### src/rtl/adc_drv.sv
`default_nettype none
// ============================================================================
//  Module   : adc_drv
//  Purpose  : I2S capture driver for a 24-bit stereo ADC. Generates the ADC
//             bit clock and word clock from the system clock, deserialises
//             sdata_i into per-channel samples and offers each completed
//             sample to the mixer through a per-channel push/ack handshake
//             (bit 0 = left, bit 1 = right).
//  Revision : 1.0 - initial release
// ----------------------------------------------------------------------------
//  Ports
//    clk      in   1         system clock, 24.576 MHz
//    rst      in   1         asynchronous, active-low reset
//    sdata_i  in   1         serial data from ADC, MSB first
//    bck_o    out  1         bit clock to ADC
//    lrck_o   out  1         word clock to ADC; 0 = left half, 1 = right half
//    data_o   out  SAMPLE_W  sample for the channel currently offered
//    push_o   out  2         per-channel sample pending (level)
//    ack_i    in   2         per-channel consume strobe (1 clk)
//    ovf_o    out  2         per-channel sticky overrun flag
// ----------------------------------------------------------------------------
//  Build option
//    ADC_DRV_LJ_EN  defined   : left-justified, MSB in slot 0 of each half
//                   undefined : standard I2S, MSB in slot 1 (1-BCK delay)
// ============================================================================
module adc_drv #(
    parameter int BCK_DIV_LOG2 = 3,   // log2(clk cycles per BCK)
    parameter int SAMPLE_W     = 24   // sample width, 2..31
) (
    input  logic                clk,
    input  logic                rst,
    input  logic                sdata_i,
    output logic                bck_o,
    output logic                lrck_o,
    output logic [SAMPLE_W-1:0] data_o,
    output logic [1:0]          push_o,
    input  logic [1:0]          ack_i,
    output logic [1:0]          ovf_o
);

    // Divider values: wrap point, BCK rising edge (sample) and the cycle after
    localparam logic [BCK_DIV_LOG2-1:0] c_CNT_MAX    = {BCK_DIV_LOG2{1'b1}};
    localparam logic [BCK_DIV_LOG2-1:0] c_CNT_SAMPLE =
        BCK_DIV_LOG2'((1 << (BCK_DIV_LOG2 - 1)) - 1);
    localparam logic [BCK_DIV_LOG2-1:0] c_CNT_DONE   =
        BCK_DIV_LOG2'(1 << (BCK_DIV_LOG2 - 1));

    // Slot (within a 32-slot half frame) that carries the sample LSB
`ifdef ADC_DRV_LJ_EN
    localparam logic [4:0] c_LSB_SLOT = 5'(SAMPLE_W - 1);
`else
    localparam logic [4:0] c_LSB_SLOT = 5'(SAMPLE_W);
`endif

    logic [BCK_DIV_LOG2-1:0] cnt_q,    cnt_d;
    logic [5:0]              bitcnt_q, bitcnt_d;
    logic                    lrck_q,   lrck_d;
    logic [SAMPLE_W-1:0]     shift_q,  shift_d;
    logic [SAMPLE_W-1:0]     hold_l_q, hold_l_d;
    logic [SAMPLE_W-1:0]     hold_r_q, hold_r_d;
    logic [1:0]              valid_q,  valid_d;
    logic [1:0]              ovf_q,    ovf_d;

    logic                    w_sample_en;
    logic                    w_cap_done;
    logic [1:0]              w_cap;

    // ------------------------------------------------------------------------
    // Clock generation and deserialiser
    // ------------------------------------------------------------------------
    always_comb begin
        cnt_d    = cnt_q + BCK_DIV_LOG2'(1);
        bitcnt_d = bitcnt_q;
        if (cnt_q == c_CNT_MAX) begin
            bitcnt_d = bitcnt_q + 6'd1;
        end
        // Tracks bitcnt_d so lrck_o changes on the same edge as the BCK fall
        lrck_d = bitcnt_d[5];
    end

    // The shifter runs on every BCK rising edge. Slots outside the sample
    // window simply fall off the top, so once the LSB slot has been sampled
    // the register holds exactly the MSB..LSB window.
    assign w_sample_en = (cnt_q == c_CNT_SAMPLE);

    always_comb begin
        shift_d = shift_q;
        if (w_sample_en) begin
            shift_d = {shift_q[SAMPLE_W-2:0], sdata_i};
        end
    end

    // Capture completes one clk after the LSB was sampled; bitcnt has not
    // moved yet at that point, so bitcnt[5] still names the channel.
    assign w_cap_done = (cnt_q == c_CNT_DONE) && (bitcnt_q[4:0] == c_LSB_SLOT);
    assign w_cap      = {w_cap_done & bitcnt_q[5], w_cap_done & ~bitcnt_q[5]};

    // ------------------------------------------------------------------------
    // Holding registers and handshake
    // ------------------------------------------------------------------------
    always_comb begin
        hold_l_d = w_cap[0] ? shift_q : hold_l_q;
        hold_r_d = w_cap[1] ? shift_q : hold_r_q;
    end

    // A capture beats a simultaneous ack: the new sample stays pending and,
    // since the old one was consumed in that same cycle, no overrun is flagged.
    always_comb begin
        valid_d = valid_q;
        ovf_d   = ovf_q;
        for (int ch = 0; ch < 2; ch++) begin
            if (w_cap[ch]) begin
                valid_d[ch] = 1'b1;
                if (valid_q[ch] && !ack_i[ch]) begin
                    ovf_d[ch] = 1'b1;
                end
            end else if (ack_i[ch]) begin
                valid_d[ch] = 1'b0;
            end
        end
    end

    // ------------------------------------------------------------------------
    // State registers
    // ------------------------------------------------------------------------
    always_ff @(posedge clk or negedge rst) begin
        if (!rst) begin
            cnt_q    <= '0;
            bitcnt_q <= '0;
            lrck_q   <= 1'b0;
            shift_q  <= '0;
            hold_l_q <= '0;
            hold_r_q <= '0;
            valid_q  <= '0;
            ovf_q    <= '0;
        end else begin
            cnt_q    <= cnt_d;
            bitcnt_q <= bitcnt_d;
            lrck_q   <= lrck_d;
            shift_q  <= shift_d;
            hold_l_q <= hold_l_d;
            hold_r_q <= hold_r_d;
            valid_q  <= valid_d;
            ovf_q    <= ovf_d;
        end
    end

    // ------------------------------------------------------------------------
    // Outputs
    // ------------------------------------------------------------------------
    assign bck_o  = cnt_q[BCK_DIV_LOG2-1];
    assign lrck_o = lrck_q;
    // Left has priority; a completed right sample waits in hold_r
    assign data_o = valid_q[0] ? hold_l_q : hold_r_q;
    assign push_o = valid_q;
    assign ovf_o  = ovf_q;

endmodule
`default_nettype wire
### config.mk
export PLATFORM = sky130hd
export DESIGN_NAME = adc_drv
export DESIGN_NICKNAME = d
export VERILOG_FILES = /design/src/rtl/adc_drv.sv
export SDC_FILE = /design/constraint.sdc
export NUM_CORES = 1
export LEC_CHECK = 0
export CAP_MARGIN = 20
export CELL_PAD_IN_SITES_DETAIL_PLACEMENT = 1
export CELL_PAD_IN_SITES_GLOBAL_PLACEMENT = 1
export CORE_MARGIN = 8
export CORE_UTILIZATION = 47
export DETAILED_ROUTE_END_ITERATION = 10
export GPL_TIMING_DRIVEN = 0
export HOLD_SLACK_MARGIN = 0.1
export PLACE_DENSITY = 0.77
export RECOVER_POWER = 100
export SKIP_CTS_REPAIR_TIMING = 1
export SLEW_MARGIN = 20
export SYNTH_ARGS = -nofsm -noshare
export SYNTH_HDL_FRONTEND = slang
export SYNTH_SLANG_ARGS = --single-unit
### constraint.sdc
create_clock -name clk -period 2.3 [get_ports clk]
set_clock_uncertainty 0.05 [all_clocks]
set_input_delay 0.345 -clock clk [delete_from_list [all_inputs] [get_ports clk]]
set_output_delay 0.345 -clock clk [all_outputs]
set_load 0.05 [all_outputs]
* Word-level counts from Yosys, hierarchy flattened
Index checks and enable logic that the tools add are counted.
** Storage, ports and cells
- Input port bits :: 5
- Output and inout port bits :: 30
- Register bits after elaboration :: 85
- Logic and storage cells :: 33
** Cells by class
- Equality and inequality tests :: 4
- Mux-type cells :: 5
- Reductions and logical operators :: 9
- Bitwise gates (word level) :: 3
- Add/subtract/negate cells :: 2
** Operators with widths (number)
- two-way mux 24 bit :: 1
- adder 6 x 1 -> 6 bit, second input constant :: 1
- == test 3 bit, second input constant :: 2
- == test 5 bit, second input constant :: 1
- two-way mux 1 bit :: 4
- AND reduction 2 bit :: 2
- nonzero test 2 bit :: 2
- adder 3 x 1 -> 3 bit, second input constant :: 1
- == test 3 x 2 -> 1 bit, second input constant :: 1
- logical AND 1 bit :: 3
- AND 1 bit :: 2
- zero test 1 bit :: 2
- inverter 1 bit :: 1

* Longest topological paths before layout
- Word-level depth :: 4
- Mapped depth :: 6
- Depth with buffers taken out :: 5

* Worst setup path before layout
No wires, ideal clock.
- Path kind :: register to output
- Start :: reg valid_q[0] (netlist: push_o[0])
- End :: out data_o[11]
- Arrival :: 1.653 ns
- Stages on the path, launching flop included :: 4
- Path slack :: 0.252 ns
- Data required time :: 1.905 ns
- Path through :: dfrtp_1 > clkbuf_1 > buf_2 > mux2_2
** Between the ends
- Cells in the longest elaborated chain, start to end :: 1
** RTL lines
- from (decl) :: line 61 : logic [1:0] valid_q, valid_d;
- from (signal assigned) :: line 143 : valid_q <= valid_d;
- two-way mux 24 bit :: line 154 : assign data_o = valid_q[0] ? hold_l_q : hold_r_q;
- to (decl) :: line 35 : output logic [SAMPLE_W-1:0] data_o,
Every way passes these cells.

* Final worst setup path
- Start :: reg valid_q[0] (netlist: push_o[0])
- End :: out data_o[1]
Same word-level chain as after synthesis.

==> Implementation_results.wiki <==
{| class="wikitable"
! Metric !! Value
|-
| Status || finished clean
|-
| Total of fill cells in the finished design || 728
|-
| Startpoint-to-endpoint class of the critical path || flip-flop to output pin
|-
| Number of H-tree branching levels || 3
|-
| Number of nets still failing antenna checks after routing || 0
|-
| Clock period minus worst slack || 2.193 ns
|-
| Maximum ir drop on the vdd rail || 0.0004102 V
|-
| Pin count of the biggest net entering global routing || 49
|-
| Count of boundary I/O pins || 35
|-
| Total clock sinks || 85
|-
| Fmax achieved || 456.1 MHz
|-
| Die Y || 102.8 µm
|-
| Maximum fanout along the worst path || 10
|-
| Total number of vias || 1928
|-
| Worst-Skew Late Latency || 0.34 ns
|-
| Mean routed wirelength per cell || 17.30 µm
|-
| Final core area utilization || 57.65%
|-
| Post-Place Cells || 359
|-
| Final cycle utilization of the critical path || 95.33%
|-
| Avg Synthesized Cell Area || 15.75 µm²
|-
| Internal reg-to-reg setup slack || 0.21 ns
|-
| Top post-synthesis cells by area || dfrtp_1 60%, mux2_2 30%, ha_1 2.1%
|-
| Worst path required time || 1.90 ns
|-
| Width of the chip || 102.8 µm
|-
| Root Buffer || clkbuf_8
|-
| Hold-critical path endpoint || cnt_q[0]
|-
| Max-capacitance violation count || 0
|-
| CTS tree || done
|-
| Hold/Removal Path Class || flip-flop to flip-flop
|-
| First-pass detailed-route iteration total || 4
|-
| Slew of the pin with the lowest slew margin || 1.185 ns
|-
| Number of antenna violations at the first check in global routing || 0
|-
| Maximum clock path buffer count || 2
|-
| Static leakage || 2.309 nW
|-
| Leading register cell type out of synthesis || dfrtp_1
|-
| Worst flop-to-flop path endpoint || hold_r_q[13]
|-
| Leading cell type by number of instances after synthesis || mux2_2
|-
| Post-synth net total || 236
|-
| Setup repair after global routing missed its margin || false
|-
| Detailed-route wire length || 6.504 mm
|-
| Synthesized area || 3543 µm²
|-
| Share of post-route cells with drive strength above 1 || 47.29%
|-
| Detailed-route vias per instance || 5.128
|-
| Total congestion overflow || 0
|-
| Worst reg2reg path depth || 6
|-
| Footprint of the multi-input gates || 1306 µm²
|-
| Non-Filler Instances || 376
|-
| Pwr dens || 642.3 nW/µm²
|-
| Std cell rows || 31
|-
| Total power of the final layout || 2.700 mW
|-
| WHS || 0.4009 ns
|-
| Relative max-transition margin || 21.00%
|-
| Final max-slew violation count || 0
|-
| Number of nets in the finished design || 283
|-
| CP startpoint kind || flip-flop
|-
| Number of synthesized register bits || 85
|-
| Number of failing hold endpoints at the final stage || 0
|-
| Number of global-route vias before repair || 2236
|-
| Total clock buffers created by CTS || 9
|-
| Commonest cells in the netlist || 95 x mux2_2, 85 x dfrtp_1, 8 x inv_1, 6 x ha_1, 4 x buf_2
|-
| Sort of element at the end of the critical path || output pin
|-
| Worst Min Path Start || cnt_q[0]
|-
| Clock transition at the registers of the reported paths || 0.08 ns
|-
| Cell accounting for the most synthesized area || dfrtp_1
|-
| Cell depth of the worst min-delay path || 1
|-
| Total Die Area || 10570 µm²
|-
| DRC Markers || 0
|-
| Startpoint of the worst register-to-register path || bitcnt_q[0]
|-
| Post-synthesis async set-or-reset flop share || 100.0%
|-
| Distinct cell type count after synthesis || 21
|-
| Quantity of I/O buffers inserted on ports || 34
|-
| Total core area || 7292 µm²
|-
| Count of flip-flops with a built-in enable after synthesis || 0
|-
| Post-synthesis sequential area ratio || 60.03%
|-
| Placed wire-length estimate || 4.366 mm
|-
| Starting DRT DRC Count || 47
|-
| Gate Count Post-Synth || 225
|-
| Initial cell density of the core || 48.59%
|-
| Yosys warns || 0
|-
| Global-route wire length before repair || 11.35 mm
|-
| Weighted congestion reported at the end of routability-driven placement || 0.7040
|-
| Critical path arrival || 1.80 ns
|-
| Fraction of synthesized cell area taken by the top area cell type || 60.03%
|-
| Seq. cell area || 2127 µm²
|-
| Antenna diode count || 0
|-
| Setup violations, final || 0
|-
| Combined global-route utilization of all metal layers || 13.98%
|-
| Area growth, synth to finish || 18.64%
|}
worst max-delay path: stages, from the launching register on:
cell and delay (ns):
dfrtp_1 0.34, clkbuf_4 0.21, buf_4 0.23, mux2_2 0.36, dlymetal6s2s_1 0.31
power by group:
group          switching (mW)  total [mW]  internal [mW]
registers             0.00554        1.50           1.50
logic                  0.0312      0.0450         0.0138
clock network           0.500        1.15          0.651
kinds of logic after synthesis:
logic type / after synthesis / share of synthesized area (%)
multiplexers: 96 / 30.51
flip-flops: 85 / 60.03
AO/OA/AOI/OAI: 5 / 1.059
buffers and inverters: 18 / 2.684
XOR/XNOR: 5 / 1.236
AND/OR/NAND/NOR: 10 / 2.366
adder cells (fa/ha/maj): 6 / 2.119
how the worst max path moves through the flow:
| stage | startpoint | endpoint | slack, ns | cells after the start |
|---|---|---|---|---|
| 2_1_floorplan | push_o[0] | data_o[11] | 0.25 | 3 |
| 3_3_place_gp | rst | bitcnt_q[1] | -2.26 | 1 |
| 3_5_place_dp | push_o[0] | data_o[20] | -0.33 | 4 |
| 4_1_cts | push_o[0] | data_o[19] | -0.75 | 4 |
| 5_1_grt | push_o[0] | data_o[1] | 0.005 | 4 |
| 6_report | push_o[0] | data_o[1] | 0.11 | 4 |
placed cells by master, fill, tap and decap left out, types with 3 or more instances in the layout:
cell,n
mux2_2,95
dfrtp_1,85
clkbuf_8,14
dlymetal6s2s_1,11
clkbuf_2,10
clkbuf_1,9
inv_1,8
dlygate4sd3_1,7
ha_1,6
nand2_1,3
xnor2_1,3
clkdlybuf4s50_1,3
cell type report:
cell class | instances | share of cell area [%]
clock inverter | 2 | 0.8929
tap | 99 | 2.946
inverter | 8 | 0.7143
timing repair buffer | 36 | 7.619
multi-input combinational | 122 | 31.07
buffer | 10 | 1.577
clock buffer | 14 | 4.583
sequential | 85 | 50.60
metrics by stage:
step	TNS (ns)	instance area, µm²	setup WS, ns
3_5_place_dp	-5.531	4025	-0.3324
3_3_place_gp	-197.39	4008	-2.263
6_report	0	4204	0.1074
2_1_floorplan	0	3543	0.2524
5_1_grt	0	4204	0.004917
4_1_cts	-15.09	4255	-0.7470
flip-flops by register name, indices dropped and copies added, names as in the netlist:
register and cells:
lrck_o 1, hold_l_q 24, cnt_q 3, push_o 2, bitcnt_q 5, ovf_o 2, hold_r_q 24, shift_q 24
routing by layer:
metal  vias up  GRT usage (%)  routed length, µm
met5         -              0                  0
met4         0          3.671                 61
met3         7          3.781                300
met2        33          23.73               3248
met1      1004          17.19               2894
li1        884              -                  -
No activity file was read; power rests on OpenSTA's default activity.
==> RTL edit, RTL diff (same settings) <==
The option `ADC_DRV_LJ_EN` is turned on by a define.
--- a/src/rtl/adc_drv.sv
+++ b/src/rtl/adc_drv.sv
@@ -25,2 +25,4 @@
 // ============================================================================
+`define ADC_DRV_LJ_EN
+
 module adc_drv #(
Check against the original RTL: same outputs for any inputs over 10 cycles, from zero or initial values and one cycle with rst low; that may be too few to reach the edited logic, so the function may still have changed.
==> RTL edit against the original RTL <==
- sequential cell count unchanged
- power rose by 0.48%
- count of clock-buffer cells in the layout shrank 4
- area after synthesis rose by 3.9%
- design area increased by 0.30%
- critical path depth shrank 1
- register-to-register slack got worse by 0.04 ns
- setup slack better by 0.011 ns
- wire length increased by 3.5%
- critical endpoint is now data_o[2]
- largest power group unchanged
==> RTL edit: results (changes against the original RTL) <==
placement:
  hpwlAfterDp_um: 4390  # +0.62%
  routabilityCongestion: 0.695  # -1.3%
  placed_cells: 358  # -0.28%
detailed_routing:
  wl_met1_um: 3150  # +9.0%
  drt-initial-drc-count: 60  # +28%
  wl_met2_um: 3250  # about the same
  dr_wl_met3_um: 222  # -26%
  wire_per_inst_um: 18.0  # +4.1%
  vias: 1881  # -2.4%
final_layout:
  multi_input_area_mm2: 0.00131  # +0.19%
  inverters: 5  # -3
  n_fill_cell: 745  # +2.3%
  stdcell_count: 374  # -0.53%
  stdcell_area_mm2: 0.00422  # +0.30%
  nMultiInputCombCells: 120  # -1.6%
  clockBufferCount: 10  # -4
  buf_share: 0.0970  # +0.00507
  layout.nets: 277  # -2.1%
  sh_seq_area: 0.505  # -0.00120
power:
  ir_drop_mv: 0.434  # +5.7%
  p_leak_nw: 2.46  # +6.4%
synthesis:
  synth_cells: 221  # -1.8%
  syn_nets: 231  # -2.1%
  yosys-top-cells-area: "dfrtp_1 (58%), mux2_2 (19%), mux2_4 (15%), ha_1 (1.7%), buf_12 (1.1%)"
  synthTopCellsByCount: "dfrtp_1 (85), mux2_2 (61), mux2_4 (36)"
critical_path:
  rrSetupSlack_ns: 0.17  # -0.04 ns
  cp_slowest_cell: "dfrtp_2"
  rr_endpoint: "shift_q[13]$_DFFE_PN0N_"
  r2r_cells: 5  # -1
  cp-endpoint: "data_o[2]"
outcome:
  status: "completed"
global_routing:
  grt_pass1_wl_um: 11700  # +2.7%
  gr-usage-met2: 0.216  # -0.0214
  grtUsageTotal: 0.136  # -0.00390
  grt_start_max_net_pins: 53  # +8.2%
  use_met3: 0.0397  # +0.00184
  grt_use_met1: 0.171  # -0.00104
timing:
  slew_headroom: 0.443  # +0.233
-- RTL edit: cell count changes after synthesis, moves of 2 or more --
cell | before | now
buf_12 | 0 | 2
mux2_2 | 95 | 61
mux2_4 | 0 | 36
buf_4 | 2 | 0
inv_1 | 8 | 5
-- RTL edit: stage by stage --
| stage | total power, mW | util | hold WS, ns | setup slack [ns] | TNS [ns] |
|---|---|---|---|---|---|
| after floorplan | 1.54 | - | -0.000591 | 0.252 | 0 |
| after global placement | 1.58 | 0.543 | 0.381 | -2.19 | -189.90 |
| after detailed placement | 1.58 | 0.546 | 0.276 | -0.284 | -4.48 |
| after CTS | 2.76 | 0.575 | -0.123 | -0.693 | -13.47 |
| after global routing | 2.82 | 0.551 | 0.439 | 0.0196 | 0 |
| final | 2.71 | 0.551 | 0.418 | 0.118 | 0 |
-- RTL edit: cells by family (layout without fill, tap and decap cells) --
| group | count (synthesis) | in the layout | share of synthesized area |
|---|---|---|---|
| buffers and inverters | 16 | 67 | 0.0323 |
| adders and majority gates | 5 | 5 | 0.0170 |
| muxes | 97 | 97 | 0.333 |
| and+or+nand+nor | 10 | 10 | 0.0214 |
| DFF | 85 | 85 | 0.578 |
| AOI/OAI and AO/OA | 3 | 3 | 0.00646 |
| xor gates and xnor gates | 5 | 5 | 0.0119 |
-- RTL edit: where the power goes --
group          internal (mW)  switching (mW)  total, mW
clock                  0.639           0.528       1.17
sequential              1.50         0.00530       1.50
combinational         0.0114          0.0307     0.0421
total                   2.15           0.564       2.71
-- RTL edit: worst max-delay path, delay by kind of cell (launching register included) --
kind	cells	cell delay, ns
flip-flops	1	0.48
buffers and inverters	2	0.59
multiplexers	1	0.37
